[config.mk]
export PLATFORM = sky130hd
export DESIGN_NAME = seq_display_player
export DESIGN_NICKNAME = d
export VERILOG_FILES = /design/src/rtl/seq_display_player.sv
export SDC_FILE = /design/constraint.sdc
export NUM_CORES = 1
export LEC_CHECK = 0
export BUFFER_PORTS_ARGS = -buffer_cell sky130_fd_sc_hd__buf_2
export CORE_ASPECT_RATIO = 1.2
export CORE_UTILIZATION = 47
export CTS_CLUSTER_SIZE = 8
export DETAILED_ROUTE_END_ITERATION = 10
export PLACE_DENSITY = 0.63
export RECOVER_POWER = 100
export SYNTH_ARGS = -nofsm -noshare
export SYNTH_HDL_FRONTEND = slang
export SYNTH_SLANG_ARGS = --single-unit
export TNS_END_PERCENT = 100
[constraint.sdc]
create_clock -name clk -period 4.1 [get_ports clk]
set_input_delay 1.025 -clock clk [delete_from_list [all_inputs] [get_ports clk]]
set_output_delay 1.025 -clock clk [all_outputs]
set_load 0.1 [all_outputs]
[src/rtl/seq_display_player.sv]
// Steps through a writable table of BCD patterns and drives NDIG seven-segment digits.
// The index advances on prescaled ticks, in one of four modes.
//
// state    | meaning
// ---------+---------------------------------------------------------
// ST_PAUSE | idle, prescaler held at 0, index frozen
// ST_RUN   | prescaler counting, index moves on each tick
// ST_DONE  | one-shot reached the last entry, waits for run=0
module seq_display_player #(
  parameter int NDIG     = 3,
  parameter int DEPTH    = 24,
  parameter int DIV_BITS = 25,
  localparam int AW      = $clog2(DEPTH)
) (
  input  logic                clk,
  input  logic                rst,
  input  logic                run,
  input  logic [1:0]          mode,
  input  logic                wr_en,
  input  logic [AW-1:0]       wr_addr,
  input  logic [4*NDIG-1:0]   wr_data,
  output logic [AW-1:0]       step_idx,
  output logic                done,
  output logic [7*NDIG-1:0]   seg7,
  output logic [NDIG-1:0]     seg7_dpt
);

  typedef enum logic [1:0] {
    ST_PAUSE = 2'd0,
    ST_RUN   = 2'd1,
    ST_DONE  = 2'd2
  } state_t;

  localparam logic [AW-1:0] LAST = AW'(DEPTH - 1);

  state_t              state_q, state_d;
  logic [DIV_BITS-1:0] presc_q, presc_d;
  logic [AW-1:0]       idx_q, idx_d;
  logic [AW-1:0]       idx_inc, idx_dec, pp_next;
  logic                dir_up_q, dir_up_d;
  logic                tick;
  logic                addr_ok;
  logic [4*NDIG-1:0]   pattern [DEPTH];
  logic [4*NDIG-1:0]   cur_pat;
  logic [7*NDIG-1:0]   seg_d;

  function automatic logic [6:0] seg_decode(input logic [3:0] nib);
    logic [6:0] s;
    case (nib)
      4'd0:    s = 7'h3F;
      4'd1:    s = 7'h06;
      4'd2:    s = 7'h5B;
      4'd3:    s = 7'h4F;
      4'd4:    s = 7'h66;
      4'd5:    s = 7'h6D;
      4'd6:    s = 7'h7D;
      4'd7:    s = 7'h07;
      4'd8:    s = 7'h7F;
      4'd9:    s = 7'h6F;
      default: s = 7'h00;
    endcase
    return s;
  endfunction

  assign tick    = (state_q == ST_RUN) && (&presc_q);
  assign idx_inc = idx_q + 1'b1;
  assign idx_dec = idx_q - 1'b1;

  // Ping-pong: turn around at either end so each endpoint is shown once per pass.
  always_comb begin
    pp_next = idx_inc;
    if (dir_up_q) begin
      if (idx_q == LAST) pp_next = idx_dec;
    end else if (idx_q != '0) begin
      pp_next = idx_dec;
    end
  end

  always_comb begin
    state_d  = state_q;
    idx_d    = idx_q;
    dir_up_d = dir_up_q;
    presc_d  = '0;
    case (state_q)
      ST_PAUSE: begin
        if (run) state_d = ST_RUN;
      end
      ST_RUN: begin
        presc_d = presc_q + 1'b1;
        if (!run) state_d = ST_PAUSE;
        if (tick) begin
          case (mode)
            2'b00: idx_d = (idx_q == LAST) ? '0 : idx_inc;
            2'b01: idx_d = (idx_q == '0) ? LAST : idx_dec;
            2'b10: begin
              idx_d = pp_next;
              if (pp_next == LAST)    dir_up_d = 1'b0;
              else if (pp_next == '0) dir_up_d = 1'b1;
              else                    dir_up_d = (pp_next > idx_q);
            end
            default: begin
              // Already at the end (mode switched late): finish without moving.
              if (idx_q == LAST) begin
                state_d = ST_DONE;
              end else begin
                idx_d = idx_inc;
                if (idx_inc == LAST) state_d = ST_DONE;
              end
            end
          endcase
        end
      end
      ST_DONE: begin
        if (!run) begin
          state_d = ST_PAUSE;
          idx_d   = '0;
        end
      end
      default: state_d = ST_PAUSE;
    endcase
    if (mode != 2'b10) dir_up_d = 1'b1;
  end

  always_ff @(posedge clk or negedge rst) begin
    if (!rst) begin
      state_q  <= ST_PAUSE;
      presc_q  <= '0;
      idx_q    <= '0;
      dir_up_q <= 1'b1;
    end else begin
      state_q  <= state_d;
      presc_q  <= presc_d;
      idx_q    <= idx_d;
      dir_up_q <= dir_up_d;
    end
  end

  generate
    if (DEPTH == (1 << AW)) begin : g_full_addr
      assign addr_ok = 1'b1;
    end else begin : g_part_addr
      assign addr_ok = (32'(wr_addr) < 32'(DEPTH));
    end
  endgenerate

  always_ff @(posedge clk or negedge rst) begin
    if (!rst) begin
      for (int i = 0; i < DEPTH; i++) pattern[i] <= '0;
    end else if (wr_en && addr_ok) begin
      pattern[wr_addr] <= wr_data;
    end
  end

  assign cur_pat = pattern[idx_q];

  always_comb begin
    seg_d = '0;
    for (int k = 0; k < NDIG; k++) seg_d[7*k +: 7] = seg_decode(cur_pat[4*k +: 4]);
  end

  // Display follows the registered index and table contents one cycle later.
  always_ff @(posedge clk or negedge rst) begin
    if (!rst) begin
      seg7     <= {NDIG{7'h3F}};
      seg7_dpt <= '0;
    end else begin
      seg7     <= seg_d;
      seg7_dpt <= NDIG'(state_q == ST_DONE);
    end
  end

  assign step_idx = idx_q;
  assign done     = (state_q == ST_DONE);

endmodule

==> impl_metrics.xml <==
<?xml version="1.0" encoding="UTF-8"?>
<metrics>
  <group name="worst_setup_path">
    <metric name="worstSetupStartpointType" unit="">flip-flop</metric>
    <metric name="worstSetupPathType" unit="">flip-flop to output pin</metric>
    <metric name="setup.worst_path.end_class" unit="">output pin</metric>
    <metric name="critical-path-max-stage-delay" unit="ns">0.90</metric>
    <metric name="timing.critical_path.arrival" unit="ns">2.64</metric>
    <metric name="critPathSlowestCell" unit="">sky130_fd_sc_hd__clkbuf_1</metric>
    <metric name="path_buf_inv" unit="">2</metric>
    <metric name="timing.critical_path.cells" unit="">buf_4 &gt; clkbuf_1</metric>
    <metric name="critPathTopFamily" unit="">buffers and inverters</metric>
    <metric name="worst_ep_required_time" unit="ns">3.07</metric>
    <metric name="crit_fanout" unit="">17</metric>
  </group>
  <group name="synthesis">
    <metric name="synth_largest_area_cell" unit="">sky130_fd_sc_hd__dfrtp_1</metric>
    <metric name="post_synth.cell_area_avg" unit="sq um">13.3</metric>
    <metric name="synth_cell_types" unit="">70</metric>
    <metric name="synth_common_cells" unit="">324 x sky130_fd_sc_hd__dfrtp_1, 288 x sky130_fd_sc_hd__mux2_2, 87 x sky130_fd_sc_hd__mux2i_1</metric>
    <metric name="yosysWarnings" unit="">0</metric>
    <metric name="mapped_cell_area" unit="sq um">16800</metric>
    <metric name="yosys_register_bits" unit="">343</metric>
    <metric name="netlist.area_leader.share" unit="%">48.1</metric>
    <metric name="synthCells" unit="">1263</metric>
    <metric name="ys_top_cells_by_area" unit="">sky130_fd_sc_hd__dfrtp_1 48%, sky130_fd_sc_hd__mux2_2 19%, sky130_fd_sc_hd__mux2i_1 5.2%</metric>
    <metric name="synthFlopType" unit="">sky130_fd_sc_hd__dfrtp_1</metric>
    <metric name="seq_area_frac_synth" unit="%">51.1</metric>
    <metric name="synth_most_common_cell" unit="">sky130_fd_sc_hd__dfrtp_1</metric>
    <metric name="number_of_enable_flip_flop_cells_after_synthesis" unit="">0</metric>
    <metric name="synth-async-reset-ratio" unit="%">100</metric>
  </group>
  <group name="sta">
    <metric name="slew_violations" unit="">85</metric>
    <metric name="finalSetupViolCount" unit="">0</metric>
    <metric name="hold_viol" unit="">0</metric>
    <metric name="final.setup.worst_slack" unit="ns">0.432</metric>
    <metric name="slew_headroom" unit="%">-59.0</metric>
    <metric name="rsz0062_at_grt" unit="">false</metric>
    <metric name="tns" unit="ns">0</metric>
    <metric name="finClkSkew" unit="ns">0.0190</metric>
    <metric name="whs" unit="ns">0.492</metric>
    <metric name="measured_slew_at_the_worst_slew_check_pin" unit="ns">2.38</metric>
    <metric name="timing.fmax" unit="MHz">273</metric>
    <metric name="timing.final.crit_share" unit="%">89.5</metric>
    <metric name="finalCriticalPeriod" unit="ns">3.67</metric>
  </group>
  <group name="floorplan">
    <metric name="placeableCoreArea" unit="sq um">35100</metric>
    <metric name="die_h" unit="microns">209</metric>
    <metric name="die_area" unit="sq um">36600</metric>
    <metric name="design.portCount" unit="">53</metric>
    <metric name="die_x" unit="microns">175</metric>
    <metric name="start_util" unit="%">48.0</metric>
    <metric name="rows" unit="">75</metric>
  </group>
  <group name="final_layout">
    <metric name="num-nets-final" unit="">1349</metric>
    <metric name="num-fill-cells" unit="">3033</metric>
    <metric name="multi_input_area" unit="sq um">7560</metric>
    <metric name="fraction_of_layout_instances_using_a_drive_strength_above_1" unit="%">33.9</metric>
    <metric name="synthToLayoutAreaGrowth" unit="%">10.5</metric>
    <metric name="final_design_area_no_fill" unit="sq um">18600</metric>
    <metric name="number_of_diodes_added_for_antenna_fixing" unit="">0</metric>
    <metric name="area.sequential" unit="sq um">8610</metric>
    <metric name="post-route-util" unit="%">53.0</metric>
  </group>
  <group name="drt">
    <metric name="detail-route-antenna-nets" unit="">0</metric>
    <metric name="num_vias" unit="">10272</metric>
    <metric name="drtIter0Drc" unit="">456</metric>
    <metric name="postRouteWirelength" unit="mm">37.3</metric>
    <metric name="route.detailed.drc" unit="">0</metric>
    <metric name="drtPass1Iterations" unit="">6</metric>
    <metric name="vias_per_cell" unit="">5.78</metric>
    <metric name="post_drt_wl_per_cell" unit="microns">21.0</metric>
  </group>
  <group name="place">
    <metric name="dp_slack" unit="ns">0.910</metric>
    <metric name="place_hpwl" unit="mm">24.4</metric>
    <metric name="port_buffers" unit="">50</metric>
    <metric name="dpl_cell_area" unit="sq um">17400</metric>
    <metric name="gp_congestion" unit="">0.821</metric>
  </group>
  <group name="clocking">
    <metric name="cts_tree" unit="">built</metric>
    <metric name="ctsHoldBuffers" unit="">0</metric>
    <metric name="cts_htree_levels" unit="">2</metric>
    <metric name="post-cts-setup-buffer-count" unit="">0</metric>
    <metric name="clock_tree.root_cell" unit="">sky130_fd_sc_hd__clkbuf_16</metric>
    <metric name="cts_buf_count" unit="">48</metric>
    <metric name="cts_resized" unit="">0</metric>
    <metric name="insertion_delay" unit="ns">0.55</metric>
    <metric name="clk_pin_slew_worst_paths" unit="ns">0.05</metric>
    <metric name="clock_tree.buffer_depth" unit="">3</metric>
    <metric name="sink_count_of_the_clock_tree" unit="">343</metric>
  </group>
  <group name="grt">
    <metric name="grt_util_all_layers" unit="%">21.1</metric>
    <metric name="first_global_vias" unit="">10562</metric>
    <metric name="globalRoute.totalOverflow" unit="">0</metric>
    <metric name="grt_first_pass_wirelength" unit="mm">60.5</metric>
    <metric name="maximum_number_of_pins_on_one_net_before_global_route_repair" unit="">89</metric>
    <metric name="initial_antenna_violation_count" unit="">0</metric>
  </group>
  <group name="power_and_ir_drop">
    <metric name="vdd_drop_max" unit="mV">0.329</metric>
    <metric name="leakagePower" unit="uW">0.00823</metric>
    <metric name="p_per_area" unit="nW/um^2">524</metric>
  </group>
  <group name="status">
    <metric name="violations" unit="">capacitance limit, slew limit</metric>
    <metric name="run_status" unit="">finished with violations</metric>
  </group>
  <group name="min_path">
    <metric name="hold_class" unit="">flip-flop to flip-flop</metric>
  </group>
  <group name="job">
    <metric name="maxCapViolCount" unit="">1</metric>
  </group>
</metrics>
## state kept, by name, summed over array words and instances, names as in the netlist
signal and cells:
dir_up_q 1, pattern 288, presc_q 25, seg7 21, seg7_dpt 1, state_q 2
step_idx 5
## where the power goes
group / switching (uW) / internal (uW)
registers: 259 / 4030
logic: 1270 / 701
clock network: 1380 / 2110
total: 2920 / 6840
## placed cells by master (no fill, tap or decap), types with 25 or more instances in the layout
cell                        netlist  layout
sky130_fd_sc_hd__dfrtp_1        324     323
sky130_fd_sc_hd__mux2_2         288     288
sky130_fd_sc_hd__mux2i_1         87      87
sky130_fd_sc_hd__nand2_1         56      56
sky130_fd_sc_hd__clkbuf_1        50      53
sky130_fd_sc_hd__clkbuf_16        0      48
sky130_fd_sc_hd__nor2_1          35      34
sky130_fd_sc_hd__ha_1            30      30
sky130_fd_sc_hd__mux4_2          28      28
sky130_fd_sc_hd__inv_1           26      26
sky130_fd_sc_hd__a22oi_1         25      25
## area by class of cell
type	count	share of cell area, %
clock buffers	66	6.82
multi-input cells	797	40.6
inverters	29	0.585
repair buffers	77	2.51
clock inverters	2	0.134
well taps	462	3.11
flip-flops and latches	343	46.3
## final timing paths
check                           slack, ns                  endpoint  depth (start not counted)                    start
worst min-delay path                 0.49      presc_q[0]$_DFF_PN0_                          1     presc_q[0]$_DFF_PN0_
min in group asynchronous            1.20     presc_q[14]$_DFF_PN0_                          1                      rst
worst max register to register       0.75        seg7[10]$_DFF_PN1_                         10  step_idx[0]$_DFFE_PN0P_
worst min register to register       0.49      presc_q[0]$_DFF_PN0_                          1     presc_q[0]$_DFF_PN0_
max in group asynchronous            1.11  pattern[228]$_DFFE_PN0P_                          2                      rst
worst max-delay path                 0.43               step_idx[2]                          2  step_idx[2]$_DFFE_PN0P_
## worst register-to-register path, cell delays in order, from the launching register on
cell                      delay [ns]
sky130_fd_sc_hd__dfrtp_4        0.67
sky130_fd_sc_hd__buf_12         0.37
sky130_fd_sc_hd__mux4_1         0.60
sky130_fd_sc_hd__mux2i_1        0.14
sky130_fd_sc_hd__o22ai_1        0.10
sky130_fd_sc_hd__a21oi_1        0.69
sky130_fd_sc_hd__inv_1          0.17
sky130_fd_sc_hd__ha_1           0.24
sky130_fd_sc_hd__inv_1          0.05
sky130_fd_sc_hd__mux2i_1        0.08
sky130_fd_sc_hd__o22ai_1        0.16
## metal layers
layer / part of all wire, % / up-vias / routed length, microns / global-route usage, %
li1: - / 4655 / - / -
met1: 44 / 5360 / 16300 / 27.5
met2: 50 / 192 / 18600 / 36.0
met3: 4.0 / 65 / 1490 / 3.64
met4: 2.5 / 0 / 918 / 6.54
met5: 0 / - / 0 / 0
## metrics by stage
stage,std cells,total power (uW)
4_1_cts,1776,9890
3_5_place_dp,1708,6350
2_1_floorplan,1264,5920
6_report,1776,9760
3_3_place_gp,1708,6290
5_1_grt,1776,10200
## cell families after synthesis
family,after synthesis,synth area share [%]
buffers and inverters,124,3.80
AO/OA/AOI/OAI,141,5.87
multiplexers,411,29.4
other,1,0.0223
adder cells (fa/ha/maj),30,2.23
AND/OR/NAND/NOR,187,6.20
flip-flops,343,51.1
XOR/XNOR,26,1.35
No activity file was read; power rests on OpenSTA's default activity.
